==> config.mk <==
export PLATFORM = sky130hd
export DESIGN_NAME = down_counter
export DESIGN_NICKNAME = d
export VERILOG_FILES = /design/src/rtl/down_counter.sv
export SDC_FILE = /design/constraint.sdc
export NUM_CORES = 1
export LEC_CHECK = 0
export ABC_AREA = 1
export CAP_MARGIN = 40
export CORE_UTILIZATION = 40
export CTS_BUF_LIST = sky130_fd_sc_hd__clkbuf_4 sky130_fd_sc_hd__clkbuf_8
export DETAILED_ROUTE_END_ITERATION = 10
export GPL_TIMING_DRIVEN = 0
export PLACE_DENSITY = 0.66
export RECOVER_POWER = 100
export SLEW_MARGIN = 5
export SYNTH_ARGS = -nofsm -noshare
export SYNTH_HDL_FRONTEND = slang
export SYNTH_SLANG_ARGS = --single-unit
==> constraint.sdc <==
create_clock -name clock -period 1.05 [get_ports clock]
set_input_delay 0.21 -clock clock [delete_from_list [all_inputs] [get_ports clock]]
set_output_delay 0.21 -clock clock [all_outputs]
set_load 0.05 [all_outputs]
==> src/rtl/down_counter.sv <==
// down_counter: synchronous loadable down counter with terminal-count pulse,
// one-shot or auto-reload operation, and IDLE/COUNT/DONE status.
// Optional feature macro: DOWN_COUNTER_PRESCALE_EN. When it is defined, an
// 8-bit prescaler makes a step happen once every PRESCALE enabled cycles.
module down_counter #(
  parameter int WIDTH    = 4,
  parameter int PRESCALE = 4
) (
  input  logic             clock,
  input  logic             clear,
  input  logic             load,
  input  logic [WIDTH-1:0] load_value,
  input  logic             enable,
  input  logic             auto_reload,
  output logic [WIDTH-1:0] Q,
  output logic             tc,
  output logic             busy,
  output logic             done
);

  typedef enum logic [1:0] {IDLE, COUNT, DONE} state_t;

  state_t           state, state_nx;
  logic [WIDTH-1:0] r, r_nx, q_nx;
  logic             tc_nx;
  logic             step;

  // Elaboration guard: the prescaler is 8 bits wide.
  if (PRESCALE < 1 || PRESCALE > 255) begin : g_bad_prescale
    $error("down_counter: PRESCALE must be in 1..255");
  end

`ifdef DOWN_COUNTER_PRESCALE_EN
  localparam logic [7:0] PS_LAST = 8'(PRESCALE - 1);

  logic [7:0] p, p_nx;

  // Prescaler: advances on enabled COUNT cycles, wraps on the step cycle.
  always_comb begin
    p_nx = p;
    step = 1'b0;
    if (load) begin
      p_nx = '0;
    end else if (state == COUNT && enable) begin
      if (p == PS_LAST) begin
        step = 1'b1;
        p_nx = '0;
      end else begin
        p_nx = p + 8'd1;
      end
    end
  end

  // Prescaler register.
  always_ff @(posedge clock or negedge clear) begin
    if (!clear) p <= '0;
    else        p <= p_nx;
  end
`else
  // Every enabled cycle in COUNT is a step.
  always_comb begin
    step = (state == COUNT) && enable;
  end
`endif

  // Next-state / next-count: load wins, then step; tc defaults low.
  always_comb begin
    state_nx = state;
    q_nx     = Q;
    r_nx     = r;
    tc_nx    = 1'b0;
    if (load) begin
      q_nx     = load_value;
      r_nx     = load_value;
      state_nx = (load_value != '0) ? COUNT : DONE;
    end else if (step) begin
      if (Q == WIDTH'(1)) begin
        q_nx     = '0;
        tc_nx    = 1'b1;
        state_nx = auto_reload ? COUNT : DONE;
      end else if (Q == '0) begin
        // Only reached in auto-reload: the zero cycle restarts the period.
        q_nx = r;
      end else begin
        q_nx = Q - WIDTH'(1);
      end
    end
  end

  // State, count, start value and tc registers.
  always_ff @(posedge clock or negedge clear) begin
    if (!clear) begin
      state <= IDLE;
      Q     <= '0;
      r     <= '0;
      tc    <= 1'b0;
    end else begin
      state <= state_nx;
      Q     <= q_nx;
      r     <= r_nx;
      tc    <= tc_nx;
    end
  end

  // Status decoded from registered state.
  always_comb begin
    busy = (state == COUNT);
    done = (state == DONE);
  end

endmodule

==> run metrics <==
Critical Path Start Type=register; Root Buffer=clkbuf_4; Mean Syn Cell Area=6.928 µm²; minimum clock period=1.217 ns; Initial Util=43.19%; TritonCTS Buffers=3; Hold Path Class=input port to asynchronous set/reset pin; total grt overflow=0; Worst Path Class, Setup=register to primary output; I/O Pins=16; reg-to-reg endpoint=Q[1]; CTS tree=built; fmax=821.5 MHz; Post-Place Cells=126; Antenna Nets Post-Route=0; sequential share of the synthesized area=41.83%; Final setup violation count=12; Worst-Skew Late Latency=0.27 ns; Post-synth EDFFs=0; CP Capture Type=primary output; Non-Filler Instances=139; Clk pin slew, worst setup/hold paths=0.07 ns; die width=42.56 µm; WL per Instance=10.88 µm; Rel. slew slack=63.82%; Pleak=0.5507 nW; largest net degree at the start of global routing=12; routability congestion estimate=0.8031; top-count cell post-synth=nand2_1; violated checks=negative setup slack; Pre-Repair DR Iteration Count=4; drt drc=0; critical path data arrival time=1.01 ns; synthesized cell area=658.1 µm²; syn_nets=106; Final Hold Fails=0; worst slew pin tran=0.5410 ns; antenna cells=0; R2R depth=8; Synth top area share=41.83%; #FFs+latches synth=11; die height=42.56 µm; Area contributors post-synth=dfrtp_1 42%, nand2_1 21%, inv_1 8.0%; Post-synth ARST share=100.0%; max-slew violation count=0; CP max FO=3; RSZ-0062 raised after global routing=true; Max clock buf depth=2; status=complete, but fails checks; Unique masters post-synth=14; Worst Slack Setup Final=-0.1672 ns; RR Startpoint=state[1]; R2R Setup Slk=-0.12 ns; worst hold margin=0.3557 ns; core box area=0.001524 mm²; Yosys warning count=0; largest area contributor in the netlist=dfrtp_1; drt initial violations=13; peak supply drop=0.001056 V; Via density=4.835; number of global-route vias before repair=601; antenna violations before repair=0; placed wire-length estimate=1046 µm; final WL=1512 µm; first-pass GRT wire length=2546 µm; top_reg_cell synth=dfrtp_1; fin area=0.001028 mm²; H-tree depth=1; placed instance area=873.3 µm²; cells after synthesis=95; pwr dens=1363 mW/mm²; most common library cells after synthesis=36 x nand2_1, 14 x inv_1, 11 x dfrtp_1, 8 x nor2_1, 7 x nand3_1; row count=14; Hold Buf Count CTS=0; Area Growth Syn to Fin=56.27%; part of the cycle the worst path needs=115.9%; Worst Path Required=0.84 ns; CTS Sinks=11; vias=672; Port Buf Inserts=15; Worst Skew=0.001729 ns; gr usage total=18.96%; maxcap violations=0; share of cells above drive strength 1=41.46%; Die ar.=0.001811 mm²; Layout Nets=135
==> report_power, final <==
part           internal [mW]  leakage (nW)  switching [mW]
Clock                  0.173        0.0184           0.148
Combinational          0.238         0.404           0.317
Sequential             0.471         0.128          0.0547
==> kinds of logic (layout without fill, tap and decap cells) <==
| family | Yosys count | count (layout) | synth area share [%] |
|---|---|---|---|
| fa+ha+maj | 2 | 2 | 3.802 |
| flops | 11 | 11 | 41.82 |
| compound gates | 6 | 6 | 4.563 |
| simple gates | 58 | 58 | 38.40 |
| buf+inv | 18 | 46 | 11.41 |
==> state kept, by name, indices dropped and copies added (netlist names) <==
name   cells
state      2
Q          4
tc         1
r          4
==> repair_timing <==
item                                    CTS  global route
endpoints found under the setup margin   13            13
gates resized for setup                  58            11
pin swaps                                 1             6
setup buffers                             5             4
==> worst max-delay path: stages, from the launching register on <==
cell and delay (ns):
dfrtp_1 0.39, inv_2 0.09, nand2_2 0.06, inv_2 0.06
buf_8 0.14
==> worst max path at each step <==
stage	startpoint	endpoint	slack (ns)	cells after the start
floorplan	Q[0]	Q[1]	-0.17	7
global placement	state[1]	busy	-0.55	4
detailed placement	state[1]	busy	-0.55	4
CTS	state[1]	busy	-0.18	4
global route	state[1]	busy	-0.20	4
finish	state[1]	busy	-0.17	4
==> stage by stage <==
step                      setup TNS (ns)  util (%)  power, mW  worst slack (ns)
final                             -1.025     67.49      1.402           -0.1672
after global routing              -1.537     67.49      1.484           -0.2033
after CTS                         -1.194     63.14      1.368           -0.1804
after global placement            -5.617     57.31     0.9642           -0.5468
after floorplan                  -0.9565         -     0.8255           -0.1717
after detailed placement          -5.747     57.31     0.9721           -0.5500
==> cells in the final DEF, fill, tap and decap left out, drive strengths merged <==
master	Yosys	routed
nor2	11	11
dfrtp	11	11
dlygate4sd2	0	1
dlygate4sd3	0	3
o21ai	4	4
buf	1	16
clkdlybuf4s50	0	4
inv	17	17
nand3	8	8
clkbuf	0	5
ha	2	2
a21oi	2	2
nand2	39	39
==> per-layer routing <==
| metal | wire length (µm) | track usage [%] | vias up |
|---|---|---|---|
| li1 | - | - | 342 |
| met1 | 673 | 26.23 | 312 |
| met2 | 767 | 29.85 | 16 |
| met3 | 47 | 2.586 | 2 |
| met4 | 24 | 7.500 | 0 |
| met5 | 0 | 0 | - |
==> cell type report <==
type | instances | area [µm²]
fill | 149 | 495.5
multi-input combinational | 66 | 392.9
sequential | 11 | 281.5
timing repair buffer | 24 | 225.2
inverter | 17 | 71.32
clock buffer | 4 | 30.03
tap | 16 | 20.02
buffer | 1 | 7.507
Power figures use the tool's default switching activity.
